`src/rtl/pulse_to_level_pkg.sv`:
```
// pulse_to_level_pkg
//   Shared types for the pulse_to_level block.
//   state_t : request FSM state (IDLE / ASSERT / GAP).
package pulse_to_level_pkg;

  typedef enum logic [1:0] {
    IDLE   = 2'd0,
    ASSERT = 2'd1,
    GAP    = 2'd2
  } state_t;

endpackage

```
`src/rtl/pulse_to_level.sv`:
```
// pulse_to_level
//   Turns single-cycle event pulses into held level requests for a slower or
//   level-sensitive consumer. Each request stays high for at least MIN_WIDTH
//   cycles (and, with REQUIRE_ACK, until ack is seen), then drops for exactly
//   GAP_CYCLES cycles so a downstream rising-edge detector sees every event.
//   Pulses arriving while a request is outstanding are counted and replayed.
//
// Ports
//   clk            in   clock
//   reset          in   asynchronous active-high reset
//   pulse          in   event strobe, every high cycle is one event
//   ack            in   consumer acknowledge, only looked at while asserting
//   clear_overflow in   synchronous clear of overflow
//   level          out  held request level
//   pending        out  events queued behind the current request
//   overflow       out  sticky: an event was dropped at pending saturation
//
// States
//   state  | meaning
//   IDLE   | no request outstanding, level low
//   ASSERT | request held high, waiting for width and ack
//   GAP    | level forced low before the next replay or idle
module pulse_to_level
  import pulse_to_level_pkg::*;
#(
  parameter int MIN_WIDTH   = 4,
  parameter int GAP_CYCLES  = 2,
  parameter int COUNT_WIDTH = 2,
  parameter int REQUIRE_ACK = 1
) (
  input  logic                   clk,
  input  logic                   reset,
  input  logic                   pulse,
  input  logic                   ack,
  input  logic                   clear_overflow,
  output logic                   level,
  output logic [COUNT_WIDTH-1:0] pending,
  output logic                   overflow
);

  // Counters hold value-1 so a width/gap of 1 still needs a 1-bit register.
  localparam int WW = (MIN_WIDTH  > 1) ? $clog2(MIN_WIDTH)  : 1;
  localparam int GW = (GAP_CYCLES > 1) ? $clog2(GAP_CYCLES) : 1;

  localparam logic [WW-1:0]          WIDTH_LOAD = WW'(MIN_WIDTH - 1);
  localparam logic [GW-1:0]          GAP_LOAD   = GW'(GAP_CYCLES - 1);
  localparam logic [COUNT_WIDTH-1:0] PEND_MAX   = '1;

  state_t                 state_q, state_d;
  logic [WW-1:0]          width_q, width_d;
  logic [GW-1:0]          gap_q, gap_d;
  logic                   ack_seen_q, ack_seen_d;
  logic                   level_q, level_d;
  logic [COUNT_WIDTH-1:0] pend_q, pend_d;
  logic                   ovf_q, ovf_d;
  logic                   inc, dec, ovf_set;
  logic                   ack_ok;

  always_ff @(posedge clk or posedge reset) begin
    if (reset) begin
      state_q    <= IDLE;
      width_q    <= '0;
      gap_q      <= '0;
      ack_seen_q <= 1'b0;
      level_q    <= 1'b0;
      pend_q     <= '0;
      ovf_q      <= 1'b0;
    end else begin
      state_q    <= state_d;
      width_q    <= width_d;
      gap_q      <= gap_d;
      ack_seen_q <= ack_seen_d;
      level_q    <= level_d;
      pend_q     <= pend_d;
      ovf_q      <= ovf_d;
    end
  end

  always_comb begin
    state_d    = state_q;
    width_d    = width_q;
    gap_d      = gap_q;
    ack_seen_d = ack_seen_q;
    level_d    = level_q;
    pend_d     = pend_q;
    inc        = 1'b0;
    dec        = 1'b0;
    ovf_set    = 1'b0;
    ack_ok     = ack_seen_q | ack | (REQUIRE_ACK == 0);

    case (state_q)
      IDLE: begin
        if (pulse) begin
          state_d    = ASSERT;
          level_d    = 1'b1;
          width_d    = WIDTH_LOAD;
          ack_seen_d = 1'b0;
        end
      end
      ASSERT: begin
        if (width_q != '0) width_d = width_q - 1'b1;
        ack_seen_d = ack_seen_q | ack;
        inc        = pulse;
        if (width_q == '0 && ack_ok) begin
          state_d = GAP;
          level_d = 1'b0;
          gap_d   = GAP_LOAD;
        end
      end
      GAP: begin
        if (gap_q != '0) begin
          gap_d = gap_q - 1'b1;
          inc   = pulse;
        end else if (pend_q != '0) begin
          // Replay the oldest queued event; a same-cycle pulse joins the queue.
          state_d    = ASSERT;
          level_d    = 1'b1;
          width_d    = WIDTH_LOAD;
          ack_seen_d = 1'b0;
          dec        = 1'b1;
          inc        = pulse;
        end else if (pulse) begin
          state_d    = ASSERT;
          level_d    = 1'b1;
          width_d    = WIDTH_LOAD;
          ack_seen_d = 1'b0;
        end else begin
          state_d = IDLE;
        end
      end
      default: begin
        state_d = IDLE;
        level_d = 1'b0;
      end
    endcase

    if (inc && !dec) begin
      if (pend_q == PEND_MAX) ovf_set = 1'b1;
      else                    pend_d  = pend_q + 1'b1;
    end else if (dec && !inc) begin
      pend_d = pend_q - 1'b1;
    end

    // A new drop wins over a same-cycle clear.
    ovf_d = ovf_set | (ovf_q & ~clear_overflow);
  end

  assign level    = level_q;
  assign pending  = pend_q;
  assign overflow = ovf_q;

endmodule

```
`config.mk`:
```
export PLATFORM = sky130hd
export DESIGN_NAME = pulse_to_level
export DESIGN_NICKNAME = d
export VERILOG_FILES = /design/src/rtl/pulse_to_level_pkg.sv /design/src/rtl/pulse_to_level.sv
export SDC_FILE = /design/constraint.sdc
export NUM_CORES = 1
export LEC_CHECK = 0
export BUFFER_PORTS_ARGS = -buffer_cell sky130_fd_sc_hd__buf_2
export CAP_MARGIN = 20
export CORE_MARGIN = 4
export CORE_UTILIZATION = 55
export DETAILED_ROUTE_END_ITERATION = 16
export GPL_TIMING_DRIVEN = 0
export PLACE_DENSITY = 0.76
export SYNTH_ARGS = -nofsm -noshare
export SYNTH_HDL_FRONTEND = slang
export SYNTH_SLANG_ARGS = --single-unit
export TNS_END_PERCENT = 20
```
`constraint.sdc`:
```
create_clock -name clk -period 2.3 [get_ports clk]
set_clock_uncertainty 0.15 [all_clocks]
set_input_delay 0.345 -clock clk [delete_from_list [all_inputs] [get_ports clk]]
set_output_delay 0.345 -clock clk [all_outputs]
set_load 0.02 [all_outputs]
```
# Word level (Yosys, flattened, before mapping)

Index checks and enable logic that the tools add are counted.

Register bits after elaboration: 10
Bits in latches: 0
Bits in writable memories: 0
Bits in read-only memories: 0
Input port bits: 5
Output and inout port bits: 4
Logic and storage cells: 75
Memories kept: 0

Add/sub/neg operators: 4
Multipliers: 0
Div/mod/pow operators: 0
Magnitude comparators: 0
Eq/ne operators: 8
Shifts and indexed selects: 0
Muxes and demuxes: 34
Bitwise logic cells: 4
Reduce and logical (&&, ||, !) cells: 18

Operators with widths:

| operator              | number |
|---|---|
| $mux W2               | 10 |
| $mux W1               | 18 |
| $pmux W2 S3           | 2 |
| $ne A2 B2 Y1 const B  | 5 |
| $reduce_and A2 Y1     | 4 |
| $reduce_bool A2 Y1    | 4 |
| $pmux W1 S3           | 2 |
| $reduce_and A3 Y1     | 2 |
| $eq A2 B2 Y1 const B  | 2 |
| $logic_not A2 Y1      | 2 |
| $pmux W1 S2           | 2 |
| $sub A2 B1 Y2 const B | 2 |
| $logic_and A1 B1 Y1   | 3 |
| $reduce_bool A3 Y1    | 1 |
| $add A2 B1 Y2 const B | 1 |
| $eq A2 B1 Y1 const B  | 1 |
| $logic_not A1 Y1      | 2 |
| $or A1 B1 Y1          | 2 |
| $and A1 B1 Y1         | 1 |
| $not A1 Y1            | 1 |
| $sub A1 B1 Y1 const B | 1 |

# Logic depth before layout (Yosys ltp)

Word-level depth: 8
Depth in mapped cells: 8
Depth with buffers taken out: 6

# Least setup slack after synthesis

No wires, ideal clock.

Kind: register to register
Start: register state_q[0]
End: register pend_q[0], in the netlist pending[0]
Data arrival time: 1.505 ns
Data required time: 2.063 ns
Setup slack: 0.558 ns
Stages on the path, launching flop included: 9
Buffers on the path: 2
Clock period less this slack: 1.742 ns
Cells stage by stage: dfrtp_1 -> inv_1 -> ha_1 -> buf_2 -> and2_1 -> buf_2 -> a31oi_1 -> o21ai_1 -> a22oi_1

Word-level cells in the longest chain between the ends: 6

RTL lines:

| item                                                         | line                                         | RTL |
|---|---|---|
| from (decl)                                                  | pulse_to_level.sv:49                         | `state_t state_q, state_d;` |
| from (signal assigned)                                       | pulse_to_level.sv:69                         | `state_q <= state_d;` |
| $eq A2 B2 Y1 or $eq A2 B1 Y1 (tied branches)                 | pulse_to_level.sv:91                         | `case (state_q)` |
| $pmux W1 S2 or $mux W1 (tied branches)                       | pulse_to_level.sv:91                         |  |
| $logic_not A1 Y1, on equally long branches                   | pulse_to_level.sv:140, pulse_to_level.sv:137 |  |
| $logic_and A1 B1 Y1, on equally long branches                | pulse_to_level.sv:140, pulse_to_level.sv:137 |  |
| $reduce_bool A2 Y1 (no line) or $ne A2 B2 Y1 (tied branches) | -                                            |  |
| $reduce_and A2 Y1 (no line)                                  | -                                            |  |
| to (signal assigned)                                         | pulse_to_level.sv:74                         | `pend_q <= pend_d;` |
| to (decl)                                                    | pulse_to_level.sv:54                         | `logic [COUNT_WIDTH-1:0] pend_q, pend_d;` |

Parallel ways exist; a longest one is shown, timed or not.
A chain may end at the register's enable or synchronous reset.

# Final worst setup path

Start: register state_q[1]
End: register width_q[0]

Word-level cells in the longest chain between the ends: 3

RTL lines:

| item                                                         | line                 | RTL |
|---|---|---|
| $eq A2 B1 Y1, or another cell as far along                   | pulse_to_level.sv:91 |  |
| $ne A2 B2 Y1 (no line) or $reduce_bool A3 Y1 (tied branches) | -                    |  |
| $reduce_and A3 Y1 (no line)                                  | -                    |  |
| to (signal assigned)                                         | pulse_to_level.sv:70 | `width_q <= width_d;` |
| to (decl)                                                    | pulse_to_level.sv:50 | `logic [WW-1:0] width_q, width_d;` |

Parallel ways exist; a longest one is shown, timed or not.

==> impl_metrics.env <==
export IMPL_drive_above_1_share_pct=18.56
export IMPL_initial_core_util_pct=61.71
export IMPL_wirelength_um=1524
export IMPL_cts_resized=0
export IMPL_insertion_delay_ns=0.26
export IMPL_fin_util_pct=69.30
export IMPL_dp_cells=107
export IMPL_power_density_mw_per_mm2=1243
export IMPL_drc=0
export IMPL_synth_top_area_cell="dfrtp_1"
export IMPL_ir_drop_v=0.0006552
export IMPL_die_area_mm2=0.001978
export IMPL_cp_arrival_ns=1.98
export IMPL_syn_area_per_cell_um2=8.611
export IMPL_hpwlAfterDp_um=1147
export IMPL_whs_ns=0.1107
export IMPL_worstMarginPinSlew_ns=0.3831
export IMPL_p_total_mw=1.022
export IMPL_cts_setup_buffers=0
export IMPL_grt_pass1_vias=608
export IMPL_clockBufferDepth=2
export IMPL_synth_most_common_cell="dfrtp_1"
export IMPL_synth_edf_count=0
export IMPL_synth_async_reset_ratio_pct=100.0
export IMPL_ys_ff_latch=10
export IMPL_via_count=646
export IMPL_ys_flop_type="dfrtp_1"
export IMPL_hp_class="in -> reg"
export IMPL_grt_pass1_wl_um=2642
export IMPL_period_minus_slack_ns=1.993
export IMPL_max_cap_viol_count=0
export IMPL_syn_area_um2=732.0
export IMPL_hold_violations=0
export IMPL_avgRoutedWirePerCell_um=13.73
export IMPL_yosysSeqAreaShare_pct=34.19
export IMPL_cts_tree="built"
export IMPL_worstPathRequired_ns=2.29
export IMPL_fp_dieW_um=44.48
export IMPL_critical_path_class="reg -> reg"
export IMPL_cp_max_fo=8
export IMPL_fmax_ghz=0.5017
export IMPL_grt_max_degree=11
export IMPL_synth_warnings=0
export IMPL_nFillCells=97
export IMPL_setup_ws_ns=0.3066
export IMPL_clk_pin_slew_worst_paths_ns=0.06
export IMPL_synthCells=85
export IMPL_port_buffers=8
export IMPL_cts_sinks=10
export IMPL_ctsHoldBuffers=1
export IMPL_ys_top_cells_by_area="dfrtp_1 34%, ha_1 12%, a21oi_1 4.8%"
export IMPL_dieHeight_um=44.48
export IMPL_viasPerCell=5.820
export IMPL_finalCritPeriodShare_pct=86.67
export IMPL_max_slew_margin_rel_pct=74.43
export IMPL_cts_max_level=1
export IMPL_nNetsFinal=111
export IMPL_fin_cells=111
export IMPL_start_kind="flip-flop"
export IMPL_tns_ns=0
export IMPL_yosysUniqueCellTypes=29
export IMPL_dpl_cell_area_um2=789.5
export IMPL_ioPinCount=9
export IMPL_finalSetupViolations=0
export IMPL_outcome="finished clean"
export IMPL_slew_violations=0
export IMPL_grt_ovfl_total=0
export IMPL_synth_top_area_share_pct=34.19
export IMPL_critPathCaptureType="flip-flop"
export IMPL_cts_made_buffers=3
export IMPL_synth_nets=97
export IMPL_coreArea_mm2=0.001186
export IMPL_stdcell_area_um2=822.0
export IMPL_gp_congestion=0.8394
export IMPL_drtPass1Iterations=5
export IMPL_ant_nets=0
export IMPL_rows=12
export IMPL_area_delta_synth_final_pct=12.31
export IMPL_dr_first_iter_drc_count=23
export IMPL_globalRouteTotalUtil_pct=18.39
export IMPL_n_antenna_cell=0
export IMPL_synthTopCellsByCount="10 x dfrtp_1, 8 x inv_1, 7 x a21oi_1, 7 x ha_1"
export IMPL_cellLeakagePower_nw=0.4036
export IMPL_clock_root_buffer="clkbuf_4"
export IMPL_rsz0062_at_grt="false"
export IMPL_place_ws_ns=0.3460
export IMPL_antenna_found_initial=0
==> final timing paths <==
path | startpoint | to | slack [ns] | depth (start not counted)
worst min register to register | width_q[1] | width_q[1] | 0.36 | 1
worst min-delay path | clear_overflow | overflow | 0.11 | 2
worst max register to register | state_q[1] | width_q[0] | 0.31 | 6
max in group asynchronous | reset | state_q[1] | 1.27 | 3
min in group asynchronous | reset | overflow | 0.45 | 3
worst max-delay path | state_q[1] | width_q[0] | 0.31 | 6
==> report_power, final <==
group / internal [mW] / switching, mW
Combinational: 0.255 / 0.357
Sequential: 0.240 / 0.0570
Clock: 0.0601 / 0.0532
Total: 0.555 / 0.467
==> registers in the layout, summed over array words and instances, names as in the netlist <==
name	count
ack_seen_q	1
gap_q	1
level	1
overflow	1
pending	2
state_q	2
width_q	2
==> layout by cell type, fill, tap and decap left out, types with 2 or more instances in the layout <==
cell type / count
o21a_1: 2
clkbuf_4: 3
nor2_1: 2
dfrtp_1: 10
a21oi_1: 7
o21ai_1: 4
nand2_1: 5
a31oi_1: 5
ha_1: 7
nand2b_1: 4
buf_2: 13
o21ai_0: 5
inv_1: 8
nor3_1: 4
mux2_1: 2
==> area by class of cell <==
| cell class | count | area, um2 | share of cell area, % |
|---|---|---|---|
| repair buffers | 9 | 50.05 | 6.088 |
| plain buffers | 6 | 28.78 | 3.501 |
| multi-input cells | 61 | 422.9 | 51.45 |
| well taps | 14 | 17.52 | 2.131 |
| flip-flops and latches | 10 | 250.2 | 30.44 |
| clock buffers | 3 | 22.52 | 2.740 |
| inverters | 8 | 30.03 | 3.653 |
==> logic make-up after synthesis <==
family,after synthesis,synth area share [%]
buffers and inverters,14,8.033
AOI/OAI and AO/OA,29,24.62
and+or+nand+nor,22,16.58
muxes,3,4.615
DFF,10,34.19
adders and majority gates,7,11.97
==> worst max-delay path: stages, from the launching register on <==
cell      delay (ns)
dfrtp_1         0.43
inv_1           0.13
ha_1            0.34
nor3_1          0.12
a221oi_2        0.25
nand3b_1        0.16
mux2_2          0.29
==> per-layer routing <==
metal	vias to the layer above	GRT usage (%)	part of all wire, %
met4	0	8.434	1.5
met3	4	7.317	5.8
met2	23	27.51	45
met5	-	0	0
li1	327	-	-
met1	292	22.91	47
Power figures use the tool's default switching activity.
